File: config.mk
export PLATFORM = sky130hd
export DESIGN_NAME = node_relax_unit
export DESIGN_NICKNAME = d
export VERILOG_FILES = /design/src/rtl/node_pkg.sv /design/src/rtl/node_travel_cost.sv /design/src/rtl/node_relax_unit.sv
export SDC_FILE = /design/constraint.sdc
export NUM_CORES = 1
export LEC_CHECK = 0
export BUFFER_PORTS_ARGS = -buffer_cell sky130_fd_sc_hd__clkbuf_2
export CAP_MARGIN = 20
export CORE_MARGIN = 8
export CORE_UTILIZATION = 23
export CTS_CLUSTER_SIZE = 12
export DETAILED_ROUTE_END_ITERATION = 8
export PLACE_DENSITY_LB_ADDON = 0.12
export SKIP_CTS_REPAIR_TIMING = 1
export SYNTH_ARGS = -nofsm -noshare
export SYNTH_HDL_FRONTEND = slang
export SYNTH_SLANG_ARGS = --single-unit
File: constraint.sdc
create_clock -name clk -period 5.3 [get_ports clk]
set_clock_uncertainty 0.15 [all_clocks]
set_input_delay 1.06 -clock clk [delete_from_list [all_inputs] [get_ports clk]]
set_output_delay 1.06 -clock clk [all_outputs]
set_load 0.02 [all_outputs]
File: src/rtl/node_pkg.sv
// Shared constants and helpers for the grid-node relaxation unit.
// Direction encoding: 0=N clockwise through 7=NW.
package node_pkg;

   localparam logic [2:0] DIR_N  = 3'd0;
   localparam logic [2:0] DIR_NE = 3'd1;
   localparam logic [2:0] DIR_E  = 3'd2;
   localparam logic [2:0] DIR_SE = 3'd3;
   localparam logic [2:0] DIR_S  = 3'd4;
   localparam logic [2:0] DIR_SW = 3'd5;
   localparam logic [2:0] DIR_W  = 3'd6;
   localparam logic [2:0] DIR_NW = 3'd7;

   localparam int PERP_DEF = 2;
   localparam int DIAG_DEF = 3;

   // 4-connected neighbours 0..3 are N,E,S,W, i.e. every other direction.
   function automatic logic [2:0] dir4_map(input logic [1:0] i);
      return {i, 1'b0};
   endfunction

   // Add and clip to the all-ones value of a cw-bit field.
   function automatic logic [31:0] sat_add(input logic [31:0] a, input logic [31:0] b,
                                           input int cw);
      logic [32:0] s;
      logic [32:0] m;
      s = {1'b0, a} + {1'b0, b};
      m = (33'd1 << cw) - 33'd1;
      return (s > m) ? m[31:0] : s[31:0];
   endfunction

endpackage

File: src/rtl/node_travel_cost.sv
// Combinational travel cost for the neighbour at idx: mux, weight, step, saturation.
// Latency: zero cycles; no flow control.
module node_travel_cost
   import node_pkg::*;
#(
   parameter int CW   = 16,
   parameter int WW   = 4,
   parameter int NB   = 8,
   parameter int PERP = PERP_DEF,
   parameter int DIAG = DIAG_DEF
) (
   input  logic [2:0]       idx,
   input  logic [WW-1:0]    weight,
   input  logic [NB*CW-1:0] nbr_cost,
   output logic [CW-1:0]    travel,
   output logic [2:0]       dir,
   output logic             adj_inf
);

   logic [CW-1:0] adj;
   logic [31:0]   extra;

   always_comb begin
      adj     = nbr_cost[int'(idx)*CW +: CW];
      adj_inf = &adj;
      dir     = (NB == 8) ? idx : dir4_map(idx[1:0]);
      extra   = (32'(weight) << 1) + (dir[0] ? 32'(DIAG) : 32'(PERP));
      travel  = CW'(sat_add(32'(adj), extra, CW));
   end

endmodule

File: src/rtl/node_relax_unit.sv
// Per-cell shortest-path relaxation: scans one neighbour per enabled cycle, keeps min cost/dir.
// Latency: results registered, visible one cycle after evaluation; en=0 stalls, blocked weight freezes the scan.
module node_relax_unit
   import node_pkg::*;
#(
   parameter int CW   = 16,
   parameter int WW   = 4,
   parameter int NB   = 8,
   parameter int PERP = PERP_DEF,
   parameter int DIAG = DIAG_DEF
) (
   input  logic             clk,
   input  logic             rst,
   input  logic             clr,
   input  logic             ld,
   input  logic [WW-1:0]    ld_weight,
   input  logic             en,
   input  logic [NB*CW-1:0] nbr_cost,
   output logic [CW-1:0]    path_cost,
   output logic [2:0]       path_dir,
   output logic             path_mod,
   output logic             sweep_done
);

   if ((NB != 4) && (NB != 8)) begin : g_nb_chk
      $error("node_relax_unit: NB must be 4 or 8");
   end
   if (CW + WW + 2 > 32) begin : g_width_chk
      $error("node_relax_unit: CW+WW+2 must fit in 32 bits");
   end

   logic [CW-1:0] cost_q, cost_d;
   logic [2:0]    dir_q, dir_d;
   logic [2:0]    idx_q, idx_d;
   logic [WW-1:0] weight_q, weight_d;
   logic          sw_chg_q, sw_chg_d;
   logic          path_mod_q, path_mod_d;
   logic          sweep_done_q, sweep_done_d;

   logic [CW-1:0] travel;
   logic [2:0]    cand_dir;
   logic          adj_inf;
   logic          scan, last, upd;

   node_travel_cost #(
      .CW(CW), .WW(WW), .NB(NB), .PERP(PERP), .DIAG(DIAG)
   ) u_travel (
      .idx      (idx_q),
      .weight   (weight_q),
      .nbr_cost (nbr_cost),
      .travel   (travel),
      .dir      (cand_dir),
      .adj_inf  (adj_inf)
   );

   always_comb begin
      scan = en && (weight_q != {WW{1'b1}});
      last = (idx_q == 3'(NB - 1));
      upd  = scan && !adj_inf && (travel < cost_q);

      cost_d       = cost_q;
      dir_d        = dir_q;
      idx_d        = idx_q;
      weight_d     = weight_q;
      sw_chg_d     = sw_chg_q;
      path_mod_d   = path_mod_q;
      sweep_done_d = 1'b0;

      if (clr) begin
         cost_d   = '0;
         dir_d    = DIR_N;
         sw_chg_d = 1'b1;
      end else if (upd) begin
         cost_d   = travel;
         dir_d    = cand_dir;
         sw_chg_d = 1'b1;
      end

      // A change in the final evaluation cycle still belongs to this sweep.
      if (scan) begin
         idx_d = last ? 3'd0 : idx_q + 3'd1;
         if (last) begin
            path_mod_d   = sw_chg_q | upd | clr;
            sw_chg_d     = 1'b0;
            sweep_done_d = 1'b1;
         end
      end

      if (ld) weight_d = ld_weight;
   end

   always_ff @(posedge clk) begin
      if (rst) begin
         cost_q       <= '1;
         dir_q        <= DIR_N;
         idx_q        <= 3'd0;
         weight_q     <= '0;
         sw_chg_q     <= 1'b0;
         path_mod_q   <= 1'b1;
         sweep_done_q <= 1'b0;
      end else begin
         cost_q       <= cost_d;
         dir_q        <= dir_d;
         idx_q        <= idx_d;
         weight_q     <= weight_d;
         sw_chg_q     <= sw_chg_d;
         path_mod_q   <= path_mod_d;
         sweep_done_q <= sweep_done_d;
      end
   end

   assign path_cost  = cost_q;
   assign path_dir   = dir_q;
   assign path_mod   = path_mod_q;
   assign sweep_done = sweep_done_q;

endmodule

[Word-level counts from Yosys, hierarchy flattened]
Cells that the tools add are included.
Widths: inputs -> output; s select.
Storage, ports and cells
  register bits after elaboration: 29
  bits of input ports: 137
  output and inout bits: 21
  logic and storage cells: 37
Cells by class
  add/subtract/negate cells: 3
  magnitude comparators: 2
  eq/ne operators: 2
  shift-type cells: 1
  muxes and demuxes: 10
  bitwise logic cells: 3
  reduce and logical (&&, ||, !) cells: 9
Operator list (count)
  $shiftx 128x8->16: 1
  $mux 16: 3
  $add 16x32->33: 1
  $gt 33x16->1 const B: 1
  $add 5x32->32: 1
  $lt 16x16->1: 1
  $reduce_and 16->1: 1
  $mux 1: 6
  $ne 4x4->1 const B: 1
  $reduce_or 2->1: 2
  $add 3x1->3 const B: 1
  $eq 3x3->1 const B: 1
  $logic_and 1x1->1: 3
  $mux 3: 1
  $or 1x1->1: 2
  $reduce_and 2->1: 1
  $reduce_bool 2->1: 1
  $logic_not 1->1: 1
  $not 1->1: 1

[Longest topological paths before layout]
Gate-level depths: netlist of run 1.
  depth after elaboration: 11
  depth in mapped cells: 23
  depth with buffers taken out: 18

[Cells and area by module]
From an unflattened synthesis of run 1, not the netlist that was laid out.
Unflattened totals
  cell total of the unflattened synthesis: 305
  area, all modules: 3129.3 µm²
By module, submodules not included
  node_travel_cost: times used 1, cells an instance 150, area an instance 1617.8 µm², seq. area each 0.0 µm²
  node_relax_unit: times used 1, cells an instance 155, area an instance 1511.4 µm², seq. area each 580.6 µm²

[Worst setup path before layout of run 1]
No wires, ideal clock.
  path type: input to register
  start point: in nbr_cost[112]
  end point: reg path_mod_q (netlist: path_mod)
  library setup time: 0.139 ns
  arrival: 5.436 ns
  required time: 5.011 ns
  path slack: -0.425 ns
  stages: 19
  path buffers: 2
  cells stage by stage: mux4_2 mux2_2 ha_1 fa_1 a21o_1 o21ai_0 a221oi_1 nand4_1 clkbuf_1 nand2_1 ha_1 nand4_1 nor3_1 o21ai_0 or4_4 a21o_1 buf_6 a2111oi_4 o21ai_1
Between the ends
  word-level cells in the longest chain between the ends: 8
  elaborated cells on any way between the ends: 11
  classes of those cells: add/sub: 1; order compare: 2; shift: 1; mux: 1; bitwise: 2; reduce/logical: 4
Ends and longest elaborated chain
  from (decl): line node_relax_unit.sv:18  | input logic [NB*CW-1:0] nbr_cost,
  $shiftx 128x8->16 *: line node_travel_cost.sv:24  | adj = nbr_cost[int'(idx)*CW +: CW];
  $add 16x32->33: line node_pkg.sv:27  | s = {1'b0, a} + {1'b0, b};
  $gt 33x16->1: line node_pkg.sv:29  | return (s > m) ? m[31:0] : s[31:0];
  $mux 16: line node_pkg.sv:29
  $lt 16x16->1: line node_relax_unit.sv:59  | upd = scan && !adj_inf && (travel < cost_q);
  $logic_and 1x1->1 *: line node_relax_unit.sv:59
  $or 1x1->1 * (2 in series): line node_relax_unit.sv:83  | path_mod_d = sw_chg_q | upd | clr;
  to (signal assigned): line node_relax_unit.sv:107  | path_mod_q <= path_mod_d;
  to (decl): line node_relax_unit.sv:37  | logic path_mod_q, path_mod_d;
Every way passes the cells marked *; elsewhere a longest branch is shown, timed or not.
A chain may end at the register's enable or synchronous reset.

[Worst setup path after layout of run 1]
  start point: in nbr_cost[96]
  end point: reg cost_q[11] (netlist: path_cost[11])
Between the ends
  word-level cells in the longest chain between the ends: 7
  elaborated cells on any way between the ends: 12
  classes of those cells: add/sub: 1; order compare: 2; shift: 1; mux: 3; reduce/logical: 5
Ends and longest elaborated chain
  $shiftx 128x8->16 *: line node_travel_cost.sv:24
  $add 16x32->33: line node_pkg.sv:27
  $gt 33x16->1: line node_pkg.sv:29
  $mux 16: line node_pkg.sv:29
  $lt 16x16->1: line node_relax_unit.sv:59
  $logic_and 1x1->1: line node_relax_unit.sv:59
  $reduce_bool 2->1 (no line)
  to (signal assigned): line node_relax_unit.sv:102  | cost_q <= cost_d;
  to (decl): line node_relax_unit.sv:32  | logic [CW-1:0] cost_q, cost_d;
Every way passes the cells marked *; elsewhere a longest branch is shown, timed or not. The select of a mux whose other input is x is not followed.

==> impl_metrics.toml, run 1 <==
[drt]
wl_per_cell_um = 17.0
drc = 0
drt_wl_total_um = 12200
drtAntennaViolNets = 0
drtIter0Drc = 172
first_pass_iters = 4
viasPerCell = 4.83
vias = 3460

[global_route]
grt_start_max_net_pins = 22
grt_pass1_vias = 3881
grt_pass1_wl_um = 19900
grt-ovfl-total = 0
antenna_found_initial = 0
grt_use_total = 0.137

[die]
die_width_um = 134
die_h_um = 134
rows = 43
design.die.area_um2 = 17900
coreArea_um2 = 13700
start_util = 0.233
ios = 158

[power_and_ir_drop]
power_mw = 1.05
p_leak_nw = 2.25
seq_power_share = 0.245
p_clk_frac = 0.267
power_density_nw_per_um2 = 218
internal-power_mw = 0.669
p_sw_mw = 0.377
combPwrFrac = 0.488
ir_drop_v = 0.000120
switching_share = 0.360

[setup_path]
critPathTopFamily = "compound AO/OA/AOI/OAI gates"
crit_path_end_kind = "flip-flop"
cp.required_ns = 5.31
startpoint_type = "input pin"
path_buf_inv = 3
crit_slowest_cell = "mux4_2"
crit_type = "input pin to flip-flop"
slowest_delay_ns = 0.48
critPathMaxFanout = 5
arrival_ns = 5.29
crit_chain = "buf_6, mux4_2, mux2_4, ha_4, fa_2, a21o_1, o21ai_2, a21o_1, buf_4, xor2_1, nand2_1, ha_1, nand2_1, o21ai_1, o21ai_1, or4_4, a21oi_4, nor2_4, buf_6, a311o_1"

[synthesis]
postSynth.asyncResetShare = 0
yosysWarnings = 0
yosys-top-cells-area = "mux4_2 (19%), dfxtp_1 (18%), ha_1 (9.4%), nand2_1 (5.2%), mux4_1 (4.1%)"
yosysSeqAreaShare = 0.182
synth_ff_type = "dfxtp_1"
synthTopCellsByCount = "nand2_1 (44), dfxtp_1 (29), mux4_2 (27)"
synth-edff-count = 0
syn_nets = 502
synth_most_common_cell = "nand2_1"
synth_seq_cells = 29
syn_area_um2 = 3200
yosysUniqueCellTypes = 52
syn_avg_cell_area_um2 = 9.40
yosysTopAreaCell = "mux4_2"
netlist.area_leader.share = 0.190
synth_cells = 340

[sta]
rsz0062_at_grt = "yes"
finalCritPeriodShare = 0.996
max_freq_mhz = 189
worst-slew-pin-transition_ns = 0.715
hold_viol_final = 0
post-route-min-period_ns = 5.28
tns_ns = 0
relSlewSlack = 0.523
finalSetupViolCount = 0
slew_violations = 0

[placed_design]
dpl.hpwl_um = 10500
place.gp.congestion = 0.787
port_buffers = 157
dpl-instance-area_um2 = 4460

[layout]
nets = 697
antenna_cells = 0
drive_gt1_frac = 0.534
fin_util = 0.349
final_cell_area_um2 = 4790
n_fill_cell = 1464
area_growth_pct = 49.8

[job]
max_cap_violations = 0

[clock_network]
clkSinkCount = 29
clk_latency_ns = 0.28
cts_tree = "done"
cts_max_path_buffers = 2
cts_buffers = 5
clock_tree.root_cell = "clkbuf_16"
cts.clk_slew.worst_paths_ns = 0.06
cts-htree-levels = 2

[min_path]
hp-class = "flip-flop to flip-flop"

[outcome]
status = "complete, no violations"
==> final timing paths <==
check                                         startpoint                         end  slack [ns]  cells past startpoint
worst max-delay path                        nbr_cost[96]  path_cost[11]$_SDFFE_PP1P_        0.02                     20
worst min-delay path            path_dir[1]$_SDFFE_PP0P_    path_dir[1]$_SDFFE_PP0P_        0.33                      2
worst max register to register     idx_q[0]$_SDFFE_PP0P_  path_cost[11]$_SDFFE_PP1P_        0.29                     19
worst min register to register  path_dir[1]$_SDFFE_PP0P_    path_dir[1]$_SDFFE_PP0P_        0.33                      2
==> layout by cell type, fill, tap and decap left out, types with 3 or more instances in the layout <==
master,count
mux2_2,5
a211oi_1,3
a21o_1,6
a21oi_1,16
nor3_2,3
o21ai_0,6
nand3_2,4
buf_6,5
nor2_1,15
clkbuf_16,5
o311ai_2,7
clkbuf_2,156
mux4_1,5
o21ai_1,5
nand2_1,44
nand4_1,19
dfxtp_1,28
xnor2_1,4
xor2_1,5
mux4_2,27
nor3_1,4
mux2i_1,9
o311ai_1,5
nand3_1,11
ha_1,22
a211oi_2,3
buf_4,50
inv_1,22
==> through the flow <==
| step | cells | worst slack, ns | hold WS, ns |
|---|---|---|---|
| 2_1_floorplan | 340 | 0.00101 | 0.338 |
| 3_3_place_gp | 702 | -0.484 | 0.324 |
| 3_5_place_dp | 702 | -0.449 | 0.329 |
| 4_1_cts | 710 | -0.166 | 0.336 |
| 5_1_grt | 716 | -0.151 | 0.366 |
| 6_report | 716 | 0.0186 | 0.333 |
==> worst reg2reg max path: stages, from the launching register on <==
cell,delay [ns]
dfxtp_1,0.51
mux4_2,0.58
mux2_4,0.30
ha_4,0.17
fa_2,0.35
a21o_1,0.20
o21ai_2,0.19
a21o_1,0.19
buf_4,0.13
xor2_1,0.16
nand2_1,0.11
ha_1,0.29
nand2_1,0.07
o21ai_1,0.23
o21ai_1,0.13
or4_4,0.46
a21oi_4,0.18
nor2_4,0.08
buf_6,0.12
a311o_1,0.34
==> power groups by stage <==
stage	logic (mW)	registers, mW	clock network [mW]
floorplan	0.259	0.272	0
detailed placement	0.483	0.261	0
global placement	0.482	0.261	0
CTS	0.486	0.257	0.285
finish	0.510	0.256	0.279
global route	0.569	0.260	0.297
==> state kept, by name (all words and copies together), names as in the netlist <==
signal      count
path_cost      16
weight_q        4
idx_q           3
path_dir        3
path_mod        1
sw_chg_q        1
sweep_done      1
==> metal layers <==
| layer | vias up | routed length (um) | global-route usage |
|---|---|---|---|
| met5 | - | 0 | 0 |
| met4 | 0 | 81 | 0.0262 |
| met3 | 6 | 918 | 0.0411 |
| met2 | 124 | 5890 | 0.239 |
| met1 | 1616 | 5310 | 0.162 |
| li1 | 1714 | - | - |
==> kinds of logic (layout without fill, tap and decap cells) <==
| kind of cell | after synthesis | after routing | synth area share |
|---|---|---|---|
| mux | 48 | 48 | 0.284 |
| xor+xnor | 9 | 9 | 0.0247 |
| fa+ha+maj | 25 | 25 | 0.100 |
| buf+inv | 46 | 242 | 0.0665 |
| simple gates | 110 | 110 | 0.165 |
| flops | 29 | 29 | 0.182 |
| compound gates | 73 | 73 | 0.178 |
==> area by class of cell <==
cell class | count | area, um^2 | area share
multi-input combinational | 265 | 2540 | 0.530
timing repair buffer | 211 | 1210 | 0.253
sequential | 29 | 582 | 0.122
tap | 180 | 225 | 0.0470
clock buffer | 5 | 125 | 0.0261
inverter | 23 | 86.3 | 0.0180
clock inverter | 3 | 17.5 | 0.00366
(Power assumes the default switching activity.)
==> inputs of run 2 (changes only) <==
- clock period: 5.3 -> 6.5 ns (I/O delays scaled with it)
==> impl_metrics.toml, run 2 (synthesis results as in run 1) <==
[outcome]
status = "complete, no violations"

[drt]
viasPerCell = 4.87
wl_per_cell_um = 17.6
drtAntennaViolNets = 0
first_pass_iters = 4
drt_wl_total_um = 11900
drtIter0Drc = 130
vias = 3299
drc = 0

[layout]
seqCellArea_um2 = 582
final_common_cell = "clkbuf_2"
largest_register_ffs = 16
drive_gt1_frac = 0.455
most-common-layout-cells = "clkbuf_2 (157), nand2_1 (44), dfxtp_1 (28)"
antenna_cells = 0
nets = 658
instances_no_fill = 677
multiInputGateArea_um2 = 2400
n_fill_cell = 1465
area_growth_pct = 36.6

[sta]
slew_violations = 0
max_freq_mhz = 167
relSlewSlack = 0.544
rsz0062_at_grt = "no"
worst-slew-pin-transition_ns = 0.682
post-route-min-period_ns = 6.00
layout_setup_ws_ns = 0.503
finalCritPeriodShare = 0.923
tns_ns = 0
hold_viol_final = 0
finalSetupViolCount = 0
holdWs_ns = 0.340

[placed_design]
dpl.cell_count = 667
pre_cts_ws_ns = 0.0942
port_buffers = 157
place.gp.congestion = 0.829
dpl.hpwl_um = 10300

[clock_network]
cts_max_path_buffers = 2
cts_tree = "done"
cts_buffers = 5
cts-htree-levels = 2
clkSinkCount = 29
cts.clk_slew.worst_paths_ns = 0.05
clk_latency_ns = 0.28
clock_tree.root_cell = "clkbuf_16"

[die]
start_util = 0.233
die_h_um = 134
rows = 43
coreArea_um2 = 13700
design.die.area_um2 = 17900
ios = 158
die_width_um = 134

[setup_path]
crit_path_end_kind = "flip-flop"
startpoint_type = "input pin"
critPathMaxFanout = 9
cp.required_ns = 6.45
crit_type = "input pin to flip-flop"
arrival_ns = 5.95

[job]
max_cap_violations = 0

[global_route]
grt_pass1_wl_um = 19700
grt_start_max_net_pins = 22
grt_use_total = 0.136
grt-ovfl-total = 0
antenna_found_initial = 0
grt_pass1_vias = 3708

[power_and_ir_drop]
power_mw = 0.811
power_density_nw_per_um2 = 186
ir_drop_v = 0.0000924
p_leak_nw = 2.06

[min_path]
hp-class = "flip-flop to flip-flop"
[run 2: where the power goes]
| part | total [mW] | switching [mW] | internal (mW) |
|---|---|---|---|
| registers | 0.209 | 0.0150 | 0.194 |
| logic | 0.334 | 0.183 | 0.151 |
| clock network | 0.268 | 0.0870 | 0.181 |
[run 2: worst paths after layout]
path / start / to / slack (ns) / cells after the start
min: path_dir[2]$_SDFFE_PP0P_ / path_dir[2]$_SDFFE_PP0P_ / 0.34 / 2
max reg2reg: idx_q[0]$_SDFFE_PP0P_ / path_cost[12]$_SDFFE_PP1P_ / 0.91 / 19
min reg2reg: path_dir[2]$_SDFFE_PP0P_ / path_dir[2]$_SDFFE_PP0P_ / 0.34 / 2
max: nbr_cost[0] / path_cost[12]$_SDFFE_PP1P_ / 0.50 / 20
[run 2: area by class of cell]
type                    count  area share
repair buffers            172       0.206
well taps                 180      0.0516
multi-input cells         265       0.550
inverters                  23      0.0198
clock buffers               5      0.0287
clock inverters             3      0.0106
flip-flops and latches     29       0.133
[run 2: metrics by stage]
step	utilization	area, um^2
finish	0.318	4370
global route	0.318	4370
CTS	0.317	4350
detailed placement	0.305	4180
global placement	0.305	4180
floorplan	-	3200
[run 2: critical path, cell delays in order]
cell	delay [ns]
clkbuf_2	0.10
mux4_2	0.46
mux2_2	0.29
ha_1	0.22
fa_1	0.40
a21o_1	0.21
o21ai_0	0.28
a221oi_1	0.16
nand4_1	0.17
buf_4	0.16
nand2_1	0.08
ha_1	0.31
nand2_1	0.06
o21ai_0	0.30
o21ai_0	0.20
or4_4	0.51
a21o_1	0.29
buf_4	0.22
nand4_1	0.09
o311ai_0	0.13
[run 2: layer usage]
metal,track usage,share of wire,wire length (um)
met3,0.0426,0.080,949
met4,0.0324,0.011,132
met5,0,0,0
met2,0.220,0.46,5450
met1,0.172,0.45,5360
==> inputs of run 3 (changes only) <==
- ABC_AREA: default -> 1
- CORE_UTILIZATION: 23 -> 38
==> impl_metrics.toml, run 3 <==
[layout]
most-common-layout-cells = "nand2_1 (208), clkbuf_2 (157), inv_1 (91)"
drive_gt1_frac = 0.236
area_growth_pct = 24.4
largest_register_ffs = 16
final_cell_area_um2 = 4350
antenna_cells = 0
nets = 926
final_common_cell = "nand2_1"

[clock_network]
cts.clk_slew.worst_paths_ns = 0.06
cts_tree = "done"
cts_buffers = 5
clkSinkCount = 29
cts-htree-levels = 2
clock_tree.root_cell = "clkbuf_8"
clk_latency_ns = 0.28
cts_max_path_buffers = 2

[synthesis]
syn_nets = 791
synth_ff_type = "dfxtp_1"
postSynth.asyncResetShare = 0
netlist.area_leader.share = 0.223
synth_most_common_cell = "nand2_1"
synth_seq_cells = 29
syn_avg_cell_area_um2 = 5.55
yosys-top-cells-area = "nand2_1 (22%), dfxtp_1 (17%), inv_1 (9.8%), nand3_1 (9.6%), ha_1 (8.6%)"
yosysTopAreaCell = "nand2_1"
yosysWarnings = 0
yosysSeqAreaShare = 0.166
synth-edff-count = 0
yosysUniqueCellTypes = 31
synthTopCellsByCount = "nand2_1 (208), inv_1 (91), nand3_1 (67)"
synth_cells = 629
syn_area_um2 = 3490

[sta]
max_freq_mhz = 177
finalSetupViolCount = 0
hold_viol_final = 0
rsz0062_at_grt = "no"
worst-slew-pin-transition_ns = 0.937
relSlewSlack = 0.375
finalCritPeriodShare = 0.870
post-route-min-period_ns = 5.65
slew_violations = 0
tns_ns = 0

[die]
ios = 158
coreArea_um2 = 9060
design.die.area_um2 = 12500
die_h_um = 112
rows = 35
start_util = 0.385
die_width_um = 112

[power_and_ir_drop]
p_leak_nw = 2.67
power_mw = 0.787
power_density_nw_per_um2 = 181
ir_drop_v = 0.0000791

[min_path]
hp-class = "flip-flop to flip-flop"
hp-start = "path_mod$_SDFFE_PP1P_"
hold_path_end = "path_mod$_SDFFE_PP1P_"
hold-path-cell-count = 2

[setup_path]
reg2reg_from = "idx_q[0]$_SDFFE_PP0P_"
rr_worst_depth = 28
startpoint_type = "input pin"
critPathMaxFanout = 22
arrival_ns = 5.72
crit_slowest_cell = "a31oi_2"
crit_type = "input pin to flip-flop"
timing.critical_path.from = "nbr_cost[16]"
cp.required_ns = 6.57
reg2reg_setup_slack_ns = 1.00
r2r_end = "path_dir[1]$_SDFFE_PP0P_"
crit_path_end_kind = "flip-flop"
slowest_delay_ns = 0.49
timing.critical_path.mode_cell = "nand2_1"

[global_route]
antenna_found_initial = 0
grt-ovfl-total = 0
grt_use_total = 0.181
grt_pass1_vias = 4413
grt_start_max_net_pins = 69
grt_pass1_wl_um = 19400

[drt]
first_pass_iters = 5
wl_per_cell_um = 13.1
vias = 4341
drt_wl_total_um = 11500
drc = 0
drtAntennaViolNets = 0
drtIter0Drc = 230
viasPerCell = 4.96

[placed_design]
dpl.hpwl_um = 9320
place.gp.congestion = 0.860
dpl-instance-area_um2 = 4260
port_buffers = 157

[job]
max_cap_violations = 0

[outcome]
status = "complete, no violations"
run 3: cell types whose count changed in the layout (fill, tap and decap cells not counted), sizes merged, moves of 7 or more:
cell	delta
o311ai	-12
o22ai	+12
mux4	-32
a21o	-7
nor2	+38
nand2	+167
buf	-10
mux2i	-10
nand3	+53
inv	+70
o21ai	+29
run 3: per-layer routing:
metal,global-route usage,up-vias,routed length (um),part of all wire
met3,0.0411,11,677,0.059
li1,-,2268,-,-
met2,0.330,129,5640,0.49
met1,0.206,1933,5050,0.44
met5,0,-,0,0
met4,0.0465,0,129,0.011
run 3: report_power, final:
part           switching (mW)  internal [mW]  total [mW]
logic                   0.262          0.163       0.424
clock network          0.0667         0.0838       0.151
registers              0.0148          0.197       0.212
run 3: worst max-delay path: cells and delay by family:
kind	cells	cell delay [ns]
adders and majority gates	3	0.99
AOI/OAI and AO/OA	8	1.57
buffers and inverters	3	0.36
and+or+nand+nor	13	1.46
run 3: worst max path at each step:
stage	end	slack [ns]	depth (start not counted)
floorplan	path_cost[10]$_SDFFE_PP1P_	1.49	24
global placement	path_dir[2]$_SDFFE_PP0P_	0.82	26
detailed placement	path_dir[1]$_SDFFE_PP0P_	0.56	27
CTS	path_dir[1]$_SDFFE_PP0P_	0.84	27
global route	path_dir[1]$_SDFFE_PP0P_	0.33	27
finish	path_dir[1]$_SDFFE_PP0P_	0.85	27
run 3: kinds of logic after synthesis:
| logic type | after synthesis | synth area share |
|---|---|---|
| xor gates and xnor gates | 12 | 0.0301 |
| and+or+nand+nor | 359 | 0.435 |
| AOI/OAI and AO/OA | 76 | 0.120 |
| buffers and inverters | 128 | 0.157 |
| adders and majority gates | 25 | 0.0917 |
| DFF | 29 | 0.166 |
run 3: layout make-up:
class | instances | area, um^2
clock buffers | 7 | 86.3
fillers | 1012 | 4720
inverters | 94 | 353
multi-input cells | 472 | 2360
flip-flops and latches | 29 | 582
well taps | 111 | 139
repair buffers | 162 | 823
run 3: stage by stage:
step           std cells  hold slack, ns  worst slack [ns]  utilization
2_1_floorplan        629           0.340              1.49            -
5_1_grt              875           0.361             0.330        0.480
3_3_place_gp         868           0.309             0.821        0.470
6_report             875           0.335             0.848        0.480
3_5_place_dp         868           0.317             0.562        0.470
4_1_cts              875           0.335             0.840        0.480
